--- src/rtl/turfio_aurora_link_sequencer.sv ---
// TURFIO Aurora link bring-up sequencer (init clock domain).
// Drives the Aurora GT reset and system reset in order, waits for a stable
// channel_up, retries on timeout, and gives up after MAX_RETRIES attempts.
// It re-sequences automatically whenever an established link drops.
`timescale 1ns/1ps

module turfio_aurora_link_sequencer #(
    parameter int GT_RESET_CYCLES  = 1024,
    parameter int SYS_RESET_CYCLES = 256,
    parameter int LINK_TIMEOUT     = 2**20,
    parameter int UP_STABLE_CYCLES = 64,
    parameter int MAX_RETRIES      = 8
) (
    input  logic        init_clk_i,
    input  logic        reset_i,
    input  logic        enable_i,
    input  logic        force_reset_i,
    input  logic        channel_up_i,
    output logic        gt_reset_o,
    output logic        reset_o,
    output logic        link_up_o,
    output logic        fail_o,
    output logic [2:0]  state_o,
    output logic [7:0]  retry_count_o,
    output logic [15:0] drop_count_o
);

    localparam int MAX_AB    = (GT_RESET_CYCLES > SYS_RESET_CYCLES) ? GT_RESET_CYCLES : SYS_RESET_CYCLES;
    localparam int MAX_CYC   = (MAX_AB > LINK_TIMEOUT) ? MAX_AB : LINK_TIMEOUT;
    localparam int TMR_W     = $clog2(MAX_CYC) + 1;
    localparam int STB_W     = $clog2(UP_STABLE_CYCLES + 1);
    localparam int RETRY_LIM = (MAX_RETRIES > 255) ? 255 : MAX_RETRIES;

    localparam logic [TMR_W-1:0] GT_LOAD      = TMR_W'(GT_RESET_CYCLES - 1);
    localparam logic [TMR_W-1:0] SYS_LOAD     = TMR_W'(SYS_RESET_CYCLES - 1);
    localparam logic [TMR_W-1:0] TO_LOAD      = TMR_W'(LINK_TIMEOUT - 1);
    localparam logic [STB_W-1:0] STABLE_TGT   = STB_W'(UP_STABLE_CYCLES);
    localparam logic [7:0]       RETRY_LIM_V  = 8'(RETRY_LIM);

    typedef enum logic [2:0] {
        ST_IDLE      = 3'd0,
        ST_GT_RST    = 3'd1,
        ST_SYS_RST   = 3'd2,
        ST_WAIT_LINK = 3'd3,
        ST_LINK_UP   = 3'd4,
        ST_FAILED    = 3'd5
    } state_t;

    state_t           state_r;
    state_t           next_state_s;
    logic [TMR_W-1:0] timer_r;
    logic [STB_W-1:0] stable_r;
    logic [7:0]       retry_r;
    logic [7:0]       retry_next_s;
    logic [7:0]       retry_inc_s;
    logic [15:0]      drop_r;
    logic [15:0]      drop_next_s;
    logic [15:0]      drop_inc_s;
    logic             load_timer_s;

    // Timer reload value for the state being entered; states without a
    // fixed duration load zero.
    function automatic logic [TMR_W-1:0] timer_load(input state_t s);
        case (s)
            ST_GT_RST:    timer_load = GT_LOAD;
            ST_SYS_RST:   timer_load = SYS_LOAD;
            ST_WAIT_LINK: timer_load = TO_LOAD;
            default:      timer_load = {TMR_W{1'b0}};
        endcase
    endfunction

    // Output decode {gt_reset, reset, link_up, fail} for a given state.
    function automatic logic [3:0] out_decode(input state_t s);
        case (s)
            ST_IDLE:      out_decode = 4'b1100;
            ST_GT_RST:    out_decode = 4'b1100;
            ST_SYS_RST:   out_decode = 4'b0100;
            ST_WAIT_LINK: out_decode = 4'b0000;
            ST_LINK_UP:   out_decode = 4'b0010;
            ST_FAILED:    out_decode = 4'b1101;
            default:      out_decode = 4'b1100;
        endcase
    endfunction

    assign retry_inc_s   = (retry_r == 8'd255) ? 8'd255 : (retry_r + 8'd1);
    assign drop_inc_s    = (drop_r == 16'hFFFF) ? 16'hFFFF : (drop_r + 16'd1);
    assign state_o       = state_r;
    assign retry_count_o = retry_r;
    assign drop_count_o  = drop_r;

    // Next-state selection: enable low beats force, force beats normal sequencing.
    always_comb begin
        next_state_s = state_r;
        load_timer_s = 1'b0;
        retry_next_s = retry_r;
        drop_next_s  = drop_r;
        if (!enable_i) begin
            next_state_s = ST_IDLE;
            retry_next_s = 8'd0;
            load_timer_s = 1'b1;
        end else if (force_reset_i) begin
            next_state_s = ST_GT_RST;
            retry_next_s = 8'd0;
            load_timer_s = 1'b1;
        end else begin
            case (state_r)
                ST_IDLE: begin
                    next_state_s = ST_GT_RST;
                    load_timer_s = 1'b1;
                end
                ST_GT_RST: begin
                    if (timer_r == {TMR_W{1'b0}}) begin
                        next_state_s = ST_SYS_RST;
                        load_timer_s = 1'b1;
                    end else begin
                        next_state_s = ST_GT_RST;
                    end
                end
                ST_SYS_RST: begin
                    if (timer_r == {TMR_W{1'b0}}) begin
                        next_state_s = ST_WAIT_LINK;
                        load_timer_s = 1'b1;
                    end else begin
                        next_state_s = ST_SYS_RST;
                    end
                end
                ST_WAIT_LINK: begin
                    // Stable completion takes precedence over a coincident timeout.
                    if (stable_r == STABLE_TGT) begin
                        next_state_s = ST_LINK_UP;
                        retry_next_s = 8'd0;
                        load_timer_s = 1'b1;
                    end else if (timer_r == {TMR_W{1'b0}}) begin
                        retry_next_s = retry_inc_s;
                        load_timer_s = 1'b1;
                        if ((MAX_RETRIES != 0) && (retry_inc_s >= RETRY_LIM_V)) begin
                            next_state_s = ST_FAILED;
                        end else begin
                            next_state_s = ST_GT_RST;
                        end
                    end else begin
                        next_state_s = ST_WAIT_LINK;
                    end
                end
                ST_LINK_UP: begin
                    if (!channel_up_i) begin
                        next_state_s = ST_GT_RST;
                        drop_next_s  = drop_inc_s;
                        load_timer_s = 1'b1;
                    end else begin
                        next_state_s = ST_LINK_UP;
                    end
                end
                ST_FAILED: begin
                    next_state_s = ST_FAILED;
                end
                default: begin
                    next_state_s = ST_IDLE;
                    retry_next_s = 8'd0;
                    load_timer_s = 1'b1;
                end
            endcase
        end
    end

    // State, timer, counters and outputs, with outputs decoded from the new state.
    always_ff @(posedge init_clk_i) begin
        if (reset_i) begin
            state_r    <= ST_IDLE;
            timer_r    <= {TMR_W{1'b0}};
            stable_r   <= {STB_W{1'b0}};
            retry_r    <= 8'd0;
            drop_r     <= 16'd0;
            gt_reset_o <= 1'b1;
            reset_o    <= 1'b1;
            link_up_o  <= 1'b0;
            fail_o     <= 1'b0;
        end else begin
            state_r <= next_state_s;
            {gt_reset_o, reset_o, link_up_o, fail_o} <= out_decode(next_state_s);
            retry_r <= retry_next_s;
            drop_r  <= drop_next_s;
            if (load_timer_s) begin
                timer_r <= timer_load(next_state_s);
            end else if (timer_r != {TMR_W{1'b0}}) begin
                timer_r <= timer_r - TMR_W'(1);
            end else begin
                timer_r <= timer_r;
            end
            if (load_timer_s || (state_r != ST_WAIT_LINK)) begin
                stable_r <= {STB_W{1'b0}};
            end else if (!channel_up_i) begin
                stable_r <= {STB_W{1'b0}};
            end else if (stable_r == STABLE_TGT) begin
                stable_r <= stable_r;
            end else begin
                stable_r <= stable_r + STB_W'(1);
            end
        end
    end

endmodule

--- config.mk ---
export PLATFORM = sky130hd
export DESIGN_NAME = turfio_aurora_link_sequencer
export DESIGN_NICKNAME = d
export VERILOG_FILES = /design/src/rtl/turfio_aurora_link_sequencer.sv
export SDC_FILE = /design/constraint.sdc
export NUM_CORES = 1
export LEC_CHECK = 0
export ABC_AREA = 1
export CAP_MARGIN = 10
export CELL_PAD_IN_SITES_DETAIL_PLACEMENT = 1
export CELL_PAD_IN_SITES_GLOBAL_PLACEMENT = 1
export CORE_MARGIN = 2
export CORE_UTILIZATION = 44
export DETAILED_ROUTE_END_ITERATION = 8
export PLACE_DENSITY_LB_ADDON = 0.1
export SLEW_MARGIN = 20
export SYNTH_ARGS = -nofsm -noshare
export SYNTH_HDL_FRONTEND = slang
export SYNTH_SLANG_ARGS = --single-unit
--- constraint.sdc ---
create_clock -name init_clk_i -period 5.45 [get_ports init_clk_i]
set_input_delay 0.545 -clock init_clk_i [delete_from_list [all_inputs] [get_ports init_clk_i]]
set_output_delay 0.545 -clock init_clk_i [all_outputs]
set_load 0.005 [all_outputs]
Word level (Yosys, flattened, before mapping)
Index checks and enable logic that the tools add are counted.
{"block": "classes", "bitwise_logic": 4, "addsub": 4, "n_lt_le_gt_ge": 1, "n_eq_ne": 15, "n_mux": 24, "n_reduce_logical": 11}
{"operator": "case mux 20 bit (3 select lines)", "n": 1}
{"operator": "two-way mux 21 bit", "n": 2}
{"operator": "two-way mux 8 bit", "n": 3}
{"operator": "logical NOT 21 bit", "n": 1}
{"operator": "nonzero test 21 bit", "n": 1}
{"operator": "subtractor 21 x 1 -> 21 bit, second input constant", "n": 1}
{"operator": "two-way mux 3 bit", "n": 6}
{"operator": "case mux 3 bit (6 select lines)", "n": 1}
{"operator": "adder 16 x 1 -> 16 bit, second input constant", "n": 1}
{"operator": "equality test 16 bit, second input constant", "n": 1}
{"operator": "two-way mux 16 bit", "n": 1}
{"operator": "case mux 4 bit (4 select lines)", "n": 1}
{"operator": "case mux 8 bit (2 select lines)", "n": 1}
{"operator": "equality test 3 x 2 -> 1 bit, second input constant", "n": 4}
{"operator": "equality test 3 bit, second input constant", "n": 4}
{"operator": "adder 8 x 1 -> 8 bit, second input constant", "n": 1}
{"operator": "equality test 8 bit, second input constant", "n": 1}
{"operator": ">= comparator 8 x 4 -> 1 bit, second input constant", "n": 1}
{"operator": "adder 7 x 1 -> 7 bit, second input constant", "n": 1}
{"operator": "equality test 7 bit, second input constant", "n": 1}
{"operator": "equality test 3 x 1 -> 1 bit, second input constant", "n": 2}
{"operator": "two-way mux 1 bit", "n": 6}
{"operator": "OR reduction 3 bit", "n": 2}
{"operator": "OR reduction 5 bit", "n": 1}
{"operator": "other kinds (11)", "n": 14}
{"block": "word_totals", "out_inout_bits": 31, "reg_bits": 59, "word_cells": 68, "input_bits": 5}

Depth between registers and ports, before layout
{"block": "depth", "word_depth": 12, "depth_mapped": 14, "depth_no_buf": 14}

Worst setup path before layout
OpenSTA, ideal clock, no wires.
{"block": "synth_path", "path_kind": "reg2reg", "from": "register timer_r[0]", "to": "register timer_r[3]", "setup_time_ns": 0.128, "n_path_buf": 1, "setup_slack_ns": 3.670, "t_required_ns": 5.322, "arrival_time_ns": 1.652, "period_less_slack_ns": 1.780, "stages_incl_launch_ff": 13, "cell_sequence": "dfxtp_1 > inv_1 > ha_1 > nand2_2 > nor2_4 > nand3_4 > nand2_1 > nand2_2 > nand3_4 > inv_4 > buf_4 > o31ai_1 > a21oi_1"}
{"block": "synth_via", "elab_chain_len": 9}
{"item": "start: declaration", "line": "51", "text": "logic [TMR_W-1:0] timer_r;"}
{"item": "start signal: assignment", "line": "170", "text": "timer_r <= {TMR_W{1'b0}};"}
{"item": "start signal: assignment", "line": "184", "text": "timer_r <= timer_load(next_state_s);"}
{"item": "start signal: assignment", "line": "186", "text": "timer_r <= timer_r - TMR_W'(1);"}
{"item": "logical NOT 21 bit", "line": "112, 120, 133"}
{"item": "two-way mux 3 bit", "line": "133", "text": "end else if (timer_r == {TMR_W{1'b0}}) begin"}
{"item": "two-way mux 3 bit", "line": "129", "text": "if (stable_r == STABLE_TGT) begin"}
{"item": "case mux 3 bit (6 select lines)", "line": "106", "text": "case (state_r)"}
{"item": "two-way mux 3 bit", "line": "101", "text": "end else if (force_reset_i) begin"}
{"item": "two-way mux 3 bit", "line": "97", "text": "if (!enable_i) begin"}
{"item": "equality test 3 x 2 -> 1 bit or equality test 3 x 1 -> 1 bit (tied branches)", "line": "64", "text": "case (s)"}
{"item": "case mux 20 bit (3 select lines)", "line": "64"}
{"item": "two-way mux 21 bit", "line": "183", "text": "if (load_timer_s) begin"}
Several ways; a longest one is shown, not always the timed one. The select of a mux whose other input is x is not followed.
A chain may end at the register's enable or synchronous reset.

==> results.py <==
metrics = {
    "run_status": {
        "status": "completed",
    },
    "yosys": {
        "async_reset_ff_share_pct": 0,
        "synth_cell_types": 39,
        "yosysSeqAreaShare_pct": 34.9,
        "netlist_instances": 474,
        "synth.avg_cell_area_sq_um": 7.13,
        "yosysWarnings": 0,
        "synth-seq-cells": 59,
        "yosys_most_used_dff": "dfxtp_1",
        "synth_edf_count": 0,
        "syn-num-nets": 484,
        "syn_area_sq_mm": 0.00338,
    },
    "worst_setup_path": {
        "start_kind": "input pin",
        "critPathMaxFanout": 20,
        "worst_ep_arrival_time_ns": 2.55,
        "r2r_slack_ns": 3.14,
        "required_ns": 5.65,
        "reg2regPathDepth": 10,
        "timing.rr.start": "timer_r[0]",
        "crit_path_end_kind": "flop",
        "r2r_end": "retry_count_o[1]",
        "startpoint": "reset_i",
        "critPathKind": "input pin to flop",
    },
    "min_path": {
        "hold_path_end": "timer_r[20]",
        "worstHoldStart": "timer_r[20]",
        "min_delay_path_depth": 2,
        "min_path_type": "flop to flop",
    },
    "cts": {
        "hold_buffers": 0,
        "root_buffer": "clkbuf_8",
        "cts_buffers": 9,
        "worstSkewPairLatency_ns": 0.35,
        "post-cts-setup-buffers": 0,
        "path_clk_slew_ns": 0.07,
        "cts_tree": "yes",
        "htreeDepth": 3,
        "clock_sinks": 59,
        "clockBufferDepth": 2,
        "ctsResizeCount": 0,
    },
    "timing": {
        "finalMaxSlewViolations": 0,
        "worst_slew_pin_slew_ns": 0.820,
        "final.setup.tns_ns": 0,
        "fin_crit_sh_pct": 43.1,
        "maxSlewHeadroom_pct": 45.2,
        "skew_ns": 0.0171,
        "setup_viol": 0,
        "max_freq_mhz": 426,
        "grt_setup_unrepaired": "false",
        "layout_min_cycle_time_ns": 2.35,
        "hold_viol": 0,
        "holdWs_ns": 0.517,
    },
    "global_routing": {
        "grt_first_pass_wirelength_um": 16500,
        "grt_max_degree": 22,
        "grt_usage_pct": 24.2,
        "grt_pass1_vias": 3458,
        "overflow": 0,
        "antenna_found_initial": 0,
    },
    "cells_and_area": {
        "multi_input_area_sq_mm": 0.00192,
        "syn2layout_area_growth_pct": 19.9,
        "drive_gt1_share_pct": 12.0,
        "mostFrequentLayoutCells": "nand2_1, nor2_1, dfxtp_1",
        "regArea_sq_mm": 0.00118,
        "fin_nets": 523,
        "diodes": 0,
        "final_common_cell": "nand2_1",
        "nFillCells": 967,
    },
    "die": {
        "rows": 31,
        "die_h_um": 91.7,
        "ios": 36,
        "dieArea_sq_mm": 0.00840,
        "core_sq_mm": 0.00733,
        "start_util_pct": 46.1,
        "die_w_um": 91.7,
    },
    "place": {
        "hpwl_um": 6880,
        "place.port_buffers": 35,
        "gp_congestion": 0.836,
    },
    "power_and_ir_drop": {
        "clkPwrFrac_pct": 49.0,
        "p_leak_nw": 1.63,
        "power_frac_seq_pct": 43.0,
        "power.switching_mw": 0.262,
        "switching_share_pct": 25.4,
        "p_comb_share_pct": 8.1,
        "power.density_mw_per_mm2": 255,
        "ir_worst_vdd_uv": 166,
        "p_int_mw": 0.771,
    },
    "drt": {
        "viasPerCell": 5.22,
        "drc": 0,
        "via_count": 3221,
        "ant_nets": 0,
        "first_pass_iters": 4,
        "first_iter_violations": 60,
        "drt-total-wl_um": 9520,
        "drt-wirelength-per-cell_um": 15.4,
    },
    "job": {
        "maxCapViolations": 0,
    },
}
[synthesized netlist by cell type (2+ instances only)]
cell | count | area [sq um]
a211oi_1 | 3 | 22.5
a21oi_1 | 45 | 225
a21oi_2 | 6 | 52.6
a31oi_1 | 4 | 25.0
buf_2 | 2 | 10.0
buf_6 | 2 | 22.5
clkbuf_1 | 2 | 7.51
clkinv_1 | 2 | 7.51
dfxtp_1 | 59 | 1180
ha_1 | 5 | 62.6
inv_1 | 56 | 210
inv_2 | 3 | 11.3
nand2_1 | 84 | 315
nand2_2 | 8 | 50.1
nand3_1 | 22 | 110
nand3_2 | 2 | 20.0
nand3_4 | 4 | 70.1
nand3b_1 | 3 | 22.5
nand4_1 | 13 | 81.3
nor2_1 | 61 | 229
nor2_2 | 8 | 50.1
nor2_4 | 5 | 56.3
nor3_1 | 8 | 40.0
nor3_2 | 3 | 30.0
o211a_1 | 2 | 20.0
o21ai_0 | 30 | 150
o31ai_1 | 2 | 15.0
or2_2 | 2 | 12.5
xnor2_1 | 10 | 87.6
xor2_1 | 9 | 78.8
[state kept, by name, indices dropped and copies added (netlist names)]
signal / count
timer_r: 21
drop_count_o: 16
retry_count_o: 8
stable_r: 7
state_o: 3
fail_o: 1
gt_reset_o: 1
link_up_o: 1
reset_o: 1
[routing by layer]
metal	share of wire, %	global-route usage (%)
met1	46	30.3
met2	51	43.1
met3	2.0	3.29
met4	1.1	7.32
met5	0	0
[critical path, cell delays in order]
cell and delay (ns):
clkdlybuf4s50_1 1.00, clkinv_1 0.53, o21ai_4 0.36, a21oi_1 0.09
[kinds of logic (layout without fill, tap and decap cells)]
group	after synthesis	count (layout)	share of synthesized area [%]
adders and majority gates	5	5	1.85
AOI/OAI and AO/OA	95	95	16.0
buffers and inverters	69	113	8.36
xor gates and xnor gates	19	19	4.92
DFF	59	59	34.9
and+or+nand+nor	227	227	33.9
[worst max-delay path by stage]
stage	to	slack [ns]	cells after the start
finish	timer_r[17]	3.10	4
global route	retry_count_o[7]	2.95	10
CTS	timer_r[17]	3.10	4
detailed placement	timer_r[9]	2.74	4
global placement	timer_r[6]	2.80	4
floorplan	timer_r[3]	3.67	12
[power by group through the flow]
stage          Clock (mW)  Sequential [mW]  Combinational [mW]
3_3_place_gp            0            0.454              0.0784
5_1_grt             0.528            0.445              0.0929
2_1_floorplan           0            0.452              0.0625
3_5_place_dp            0            0.454              0.0820
6_report            0.506            0.444              0.0832
4_1_cts             0.509            0.444              0.0835
[per-stage QoR]
stage	total power [mW]	cell area (sq um)	cells	utilization [%]	setup slack [ns]
global route	1.07	4060	617	55.3	2.95
finish	1.03	4060	617	55.3	3.10
floorplan	0.515	3380	474	-	3.67
detailed placement	0.536	3810	601	51.9	2.74
CTS	1.04	4060	617	55.3	3.10
global placement	0.532	3810	601	51.9	2.80
[cell type report]
class,instances,area share [%]
repair buffers,35,8.64
inverters,62,5.80
well taps,99,3.05
clock inverters,7,3.05
clock buffers,9,3.05
multi-input cells,346,47.3
flip-flops and latches,59,29.1
(Power assumes the default switching activity.)
